**src/rtl/icache_controller.sv**
```systemverilog
// icache_controller: direct-mapped instruction cache with a miss FSM (IDLE -> MEM_READ -> UPDATE)
// Ports: clock/reset (sync, active-high); cpu_read, cpu_address in / cpu_instruction, cpu_busywait out (IF side);
//        mem_read, mem_address out / mem_readinst, mem_busywait in (128-bit block memory side).
module icache_controller #(
  parameter int INDEX_BITS = 3,
  parameter int TAG_BITS = 28 - INDEX_BITS
) (
  input  logic         clock,
  input  logic         reset,
  input  logic         cpu_read,
  input  logic [31:0]  cpu_address,
  output logic [31:0]  cpu_instruction,
  output logic         cpu_busywait,
  output logic         mem_read,
  output logic [27:0]  mem_address,
  input  logic [127:0] mem_readinst,
  input  logic         mem_busywait
);
  localparam int LINES = 1 << INDEX_BITS;
  localparam logic [1:0] IDLE = 2'd0, MEM_READ = 2'd1, UPDATE = 2'd2;
  logic [1:0] state;
  logic [LINES-1:0] valid;
  logic [TAG_BITS-1:0] tags [LINES];
  logic [127:0] data [LINES];
  logic [127:0] fill;
  logic [27:0] miss_addr;
  logic [INDEX_BITS-1:0] index, miss_index;
  logic [TAG_BITS-1:0] tag, miss_tag;
  logic [1:0] w;
  logic hit, unused_byte;
  assign index = cpu_address[INDEX_BITS+3:4];
  assign tag = cpu_address[31:INDEX_BITS+4];
  assign w = cpu_address[3:2];
  assign unused_byte = ^cpu_address[1:0];
  assign miss_index = miss_addr[INDEX_BITS-1:0];
  assign miss_tag = miss_addr[27:INDEX_BITS];
  assign hit = cpu_read & valid[index] & (tags[index] == tag);
  assign cpu_instruction = hit ? data[index][32*w +: 32] : 32'h0;
  assign cpu_busywait = (state == IDLE) ? cpu_read & ~hit : 1'b1;
  assign mem_read = state == MEM_READ;
  // miss_addr doubles as the memory address and stays put outside MEM_READ
  assign mem_address = miss_addr;
  always_ff @(posedge clock)
    if (reset) begin
      state <= IDLE;
      valid <= '0;
      miss_addr <= '0;
      fill <= '0;
    end else case (state)
      IDLE: if (cpu_read & ~hit) begin
        miss_addr <= cpu_address[31:4];
        state <= MEM_READ;
      end
      MEM_READ: if (!mem_busywait) begin
        fill <= mem_readinst;
        state <= UPDATE;
      end
      UPDATE: begin
        valid[miss_index] <= 1'b1;
        state <= IDLE;
      end
      default: state <= IDLE;
    endcase
  // tag/data arrays carry no reset; a reset during UPDATE must not commit the line
  always_ff @(posedge clock)
    if (!reset && state == UPDATE) begin
      tags[miss_index] <= miss_tag;
      data[miss_index] <= fill;
    end
endmodule

```
**config.mk**
```make
export PLATFORM = sky130hd
export DESIGN_NAME = icache_controller
export DESIGN_NICKNAME = d
export VERILOG_FILES = /design/src/rtl/icache_controller.sv
export SDC_FILE = /design/constraint.sdc
export NUM_CORES = 1
export LEC_CHECK = 0
export ABC_AREA = 1
export CAP_MARGIN = 20
export CORE_MARGIN = 2
export CORE_UTILIZATION = 35
export DETAILED_ROUTE_END_ITERATION = 7
export PLACE_DENSITY = 0.53
export SLEW_MARGIN = 15
export SYNTH_ARGS = -nofsm -noshare
export SYNTH_HDL_FRONTEND = slang
export SYNTH_SLANG_ARGS = --single-unit
```
**constraint.sdc**
```tcl
create_clock -name clock -period 10.22 [get_ports clock]
set_clock_uncertainty 0.15 [all_clocks]
set_input_delay 2.044 -clock clock [delete_from_list [all_inputs] [get_ports clock]]
set_output_delay 2.044 -clock clock [all_outputs]
set_load 0.05 [all_outputs]
```
Word level (Yosys, flattened, before mapping)
Memories as Yosys holds them, arrays and structs flattened.
Cells that the tools add are included.
{"block": "totals", "register_bits": 166, "ramBits": 1224, "input_bits": 164, "word_cells": 39, "memories": 2}
{"memory": "data", "depth": 8, "word_bits": 128, "read_ports": 1, "rd_clocked_by_memory_dff": 0, "write_ports": 1, "line_no": "24", "source": "logic [127:0] data [LINES];"}
{"memory": "tags", "depth": 8, "word_bits": 25, "read_ports": 1, "rd_clocked_by_memory_dff": 0, "write_ports": 1, "line_no": "23", "source": "logic [TAG_BITS-1:0] tags [LINES];"}
{"block": "op_classes", "n_lt_le_gt_ge": 3, "n_eq_ne": 5, "shift": 1, "muxes": 11, "bitwise_logic": 6, "reduce_logical": 7}
{"op": "128-bit by 8-bit variable part select with 32-bit output", "count": 1}
{"op": "32-bit two-way mux", "count": 1}
{"op": "25-bit == test", "count": 1}
{"op": "3-bit by 4-bit less-than comparator with 1-bit output (second input constant)", "count": 2}
{"op": "8-bit bitwise OR", "count": 1}
{"op": "2-bit AND reduction", "count": 3}
{"op": "1-bit two-way mux", "count": 5}
{"op": "2-bit two-way mux", "count": 2}
{"op": "2-bit case mux with 2 select lines", "count": 1}
{"op": "1-bit AND", "count": 3}
{"op": "1-bit binary-select mux with 3-bit select", "count": 1}
{"op": "1-bit demux with 3-bit select", "count": 1}
{"op": "3-bit by 1-bit greater-or-equal comparator with 1-bit output (second input constant)", "count": 1}
{"op": "2-bit by 1-bit == test with 1-bit output (second input constant)", "count": 1}
{"op": "2-bit == test (second input constant)", "count": 1}
{"op": "1-bit logical AND", "count": 2}
{"op": "2-bit logical NOT", "count": 1}
{"op": "2-bit by 1-bit inequality test with 1-bit output (second input constant)", "count": 1}
{"op": "2-bit inequality test (second input constant)", "count": 1}
{"op": "1-bit NOT", "count": 2}
{"op": "1-bit logical NOT", "count": 1}

Longest topological paths before layout
{"block": "depth", "depth_word": 8, "mapped_depth": 22}

Worst setup path before layout
OpenSTA, ideal clock, no wires.
{"block": "synth_path", "kind": "input-to-reg", "start": "in reset", "end": "mem data[1][0] (enable)", "arrival_time_ns": 8.909, "slack_ns": 0.493, "cell_stages": 4, "path_buffers": 1, "path_cell_list": "clkbuf_1 -> nor2_1 -> nand2_1 -> nor2_1"}
{"block": "synth_between", "elab_chain_len": 4}
{"item": "from (decl)", "line_no": "9", "source": "input logic reset,"}
{"item": "1-bit logical NOT", "line_no": "66", "source": "if (!reset && state == UPDATE) begin"}
{"item": "1-bit logical AND", "line_no": "66"}
{"item": "1-bit two-way mux", "line_no": "66"}
{"item": "1-bit two-way mux (implied by the code)", "line_no": "68", "source": "data[miss_index] <= fill;"}
{"item": "to (decl)", "line_no": "24"}
No other way between the ends.

Worst setup path after layout
{"block": "layout_path", "start": "in cpu_address[4]", "end": "out cpu_instruction[4]"}
{"block": "layout_between", "elab_chain_len": 5}
{"item": "from (decl)", "line_no": "11", "source": "input logic [31:0] cpu_address,"}
{"item": "parallel branches: the longest is 4 deep, another holds memory 8 x 128 bit"}
{"item": "32-bit two-way mux (*)", "line_no": "38", "source": "assign cpu_instruction = hit ? data[index][32*w +: 32] : 32'h0;"}
{"item": "to (decl)", "line_no": "12", "source": "output logic [31:0] cpu_instruction,"}
Every way passes the cells marked *. The select of a mux whose other input is x is not followed.

==> metrics.txt <==
status completed; cts repair resizes 0; Gate power share 0.064; largest net degree at the start of global routing around 210; clock sinks roughly 1400; DR iter-0 viols between 3000 and 4000; core area 158000 um2; Max Root-Sink Buffers 3; crit end category output port; drt via density about 5.3; leakage power approximately 24 nW; Layout Cells excl Fill about 7000; overall power 0.0123 W; CTS Buf Count between 100 and 150; synthesis-to-finish area growth 16.1%; worst reg2reg setup slack around 6.5 ns; Hold-fix buffers, CTS 0; Overflow after GRT 0; DRC Markers 0; via count of the first global-routing pass about 36000; MaxCap Viol Count 0; Fmax achieved approximately 0.12 GHz; Final Setup Violations 0; Synth async-reset ratio 0; total track usage 0.199; Die Height ~400 um; Rows approximately 150; share of cells above drive strength 1 0.0657; Final #Nets ~5000; die area about 160000 um2; Synthesis Warnings 0; ys flop type edfxtp_1; Hold Crit Class reg -> reg; initial antenna violation count 3; postcts setup bufs 0; DRT Pass-1 Iters 6; sequential power share 0.509; GR Util met3 0.0332; H-tree depth 4; worst slew pin tran roughly 1.1 ns; RSZ-0062 raised after global routing no; vias ~37000; DR WL/cell approximately 23 um; syn avg cell area approximately 12 um2; Post-synth EDFFs between 1000 and 1500; final hold violations 0; Psw 0.00282 W; Yosys cell types 34; hpwl dp between 80 and 90 mm; min Tclk post-route 8.36 ns; Top Usage Layer GRT met2; initial core utilization 0.352; Final ANT Viol Nets 0; Startpoint Class input pin; syn_nets ~4900; Placed Cells between 6000 and 7000; I/O pins around 230; peak supply drop 0.000142 V; Die X approximately 400 um; met2 usage 0.317; clock root buffer clkbuf_16; CP Max Fanout ~190; Rel. slew slack 0.267; switching part of the total 0.229; Required @ worst endpoint 8.03 ns; number of synthesized register bits between 1000 and 1500; RePlAce Congestion 0.819; pwr dens between 150 and 200 nW/um2; global-route wire length before repair between 200 and 250 mm; Mapped Cells about 4700; PortBufs approximately 220; clock share of power 0.427; area share of the largest cell type after synthesis 0.660; CTS tree yes; Synth Cell Area 55700 um2; Worst-path clk slew about 0.06 ns; setup TNS 0 ns; global-route track usage on met1 0.283; final period utilization 0.818; clk_lat worst skew about 0.76 ns; Post-Route WL roughly 160 mm; top cells by area, synth edfxtp_1 66%, nand2_1 8.9%, dfxtp_1 6.0%, a21oi_1 4.9%, nand3_1 2.4%; max-slew violations 0; Critical Path AT between 6 and 7 ns; Int Pwr between 0.009 and 0.01 W; Crit Path Class in -> out; area leader, netlist edfxtp_1; sequential area share after synthesis 0.720
-- worst paths after layout --
path / start / endpoint / cells past startpoint
hold / removal: valid[0] / valid[0] / 2
hold reg to reg: valid[0] / valid[0] / 2
setup reg to reg: state[0] / data[0][44] / 7
setup / recovery: cpu_address[4] / cpu_instruction[4] / 11
-- kinds of logic after synthesis --
kind of cell	count (synthesis)	share of synthesized area
flip-flops	1390	0.720
AND/OR/NAND/NOR	1856	0.134
buffers and inverters	542	0.0425
AO/OA/AOI/OAI	933	0.104
-- worst max-delay path: stages --
cell	delay [ns]
buf_8	0.47
buf_12	0.56
nand2_1	0.10
nand2_1	0.09
a21oi_1	0.04
o311ai_1	0.95
o31ai_1	0.17
nand2_1	0.10
nand2_1	0.13
nor3_1	0.24
clkdlybuf4s50_1	0.85
-- Yosys cell counts, types with 20 or more instances --
library cell / instances
a21oi_1: 543
a221oi_1: 55
a22oi_1: 62
a32o_1: 68
buf_2: 144
clkbuf_1: 154
dfxtp_1: 166
edfxtp_1: 1224
inv_1: 193
nand2_1: 1327
nand3_1: 272
nand4_1: 32
nor2_1: 187
nor3_1: 34
o211ai_1: 25
o21ai_0: 42
o311ai_0: 22
o311ai_1: 20
o31ai_1: 50
-- registers in the layout, summed over array words and instances, names as in the netlist --
name         count
tags           200
data          1024
state            2
mem_address     28
valid            8
fill           128
-- layout by cell type, fill, tap and decap left out, types with 6 or more instances in the layout --
cell             Yosys  layout
nand2_1           1327    1325
edfxtp_1          1224    1224
a21oi_1            543     543
nand3_1            272     270
clkdlybuf4s50_1      0     217
inv_1              193     190
nor2_1             187     177
dfxtp_1            166     166
clkbuf_16            0     156
a32o_1              68      68
buf_4               18      63
a22oi_1             62      62
a221oi_1            55      55
o31ai_1             50      50
clkbuf_1           154      48
o21ai_0             42      42
nor3_1              34      34
nand4_1             32      32
o211ai_1            25      25
clkinv_2             0      23
o311ai_1            20      21
o311ai_0            22      21
clkinv_1             0      18
buf_12               0      18
o21ai_1             16      16
clkbuf_8             0      15
inv_2               12      12
nor2_4               0       9
o22ai_1              8       8
a32oi_1              6       6
a211oi_1             6       6
-- power groups by stage --
| stage | Clock, W | Sequential (W) | Combinational [W] |
|---|---|---|---|
| 5_1_grt | 0.00557 | 0.00626 | 0.000856 |
| 3_5_place_dp | 0 | 0.00638 | 0.000791 |
| 2_1_floorplan | 0 | 0.00639 | 0.000425 |
| 6_report | 0.00525 | 0.00626 | 0.000788 |
| 3_3_place_gp | 0 | 0.00638 | 0.000788 |
| 4_1_cts | 0.00536 | 0.00626 | 0.000793 |
-- layer usage --
| layer | share of wire | up-vias |
|---|---|---|
| met2 | 0.46 | 1158 |
| met3 | 0.065 | 221 |
| met4 | 0.021 | 2 |
| met1 | 0.45 | 18513 |
| met5 | 0.000079 | - |
| li1 | - | 17173 |
-- final cells by class --
cell class,instances,area [um2]
Fill cell,14987,93600
Sequential cell,1390,40100
Multi-Input combinational cell,2789,13300
Clock buffer,219,4290
Timing Repair Buffer,304,3070
Tap cell,2072,2590
Inverter,206,807
Clock inverter,54,457
Antenna cell,2,5.00
-- through the flow --
| step | cell area (um2) | setup WS, ns | utilization | hold slack, ns |
|---|---|---|---|---|
| finish | 64600 | 1.86 | 0.409 | 0.303 |
| global route | 64600 | 1.75 | 0.409 | 0.333 |
| CTS | 64600 | 1.90 | 0.409 | 0.306 |
| detailed placement | 59900 | 1.92 | 0.379 | 0.292 |
| global placement | 59900 | 1.94 | 0.379 | 0.287 |
| floorplan | 55700 | 0.493 | - | 0.273 |
Power figures use the tool's default switching activity.
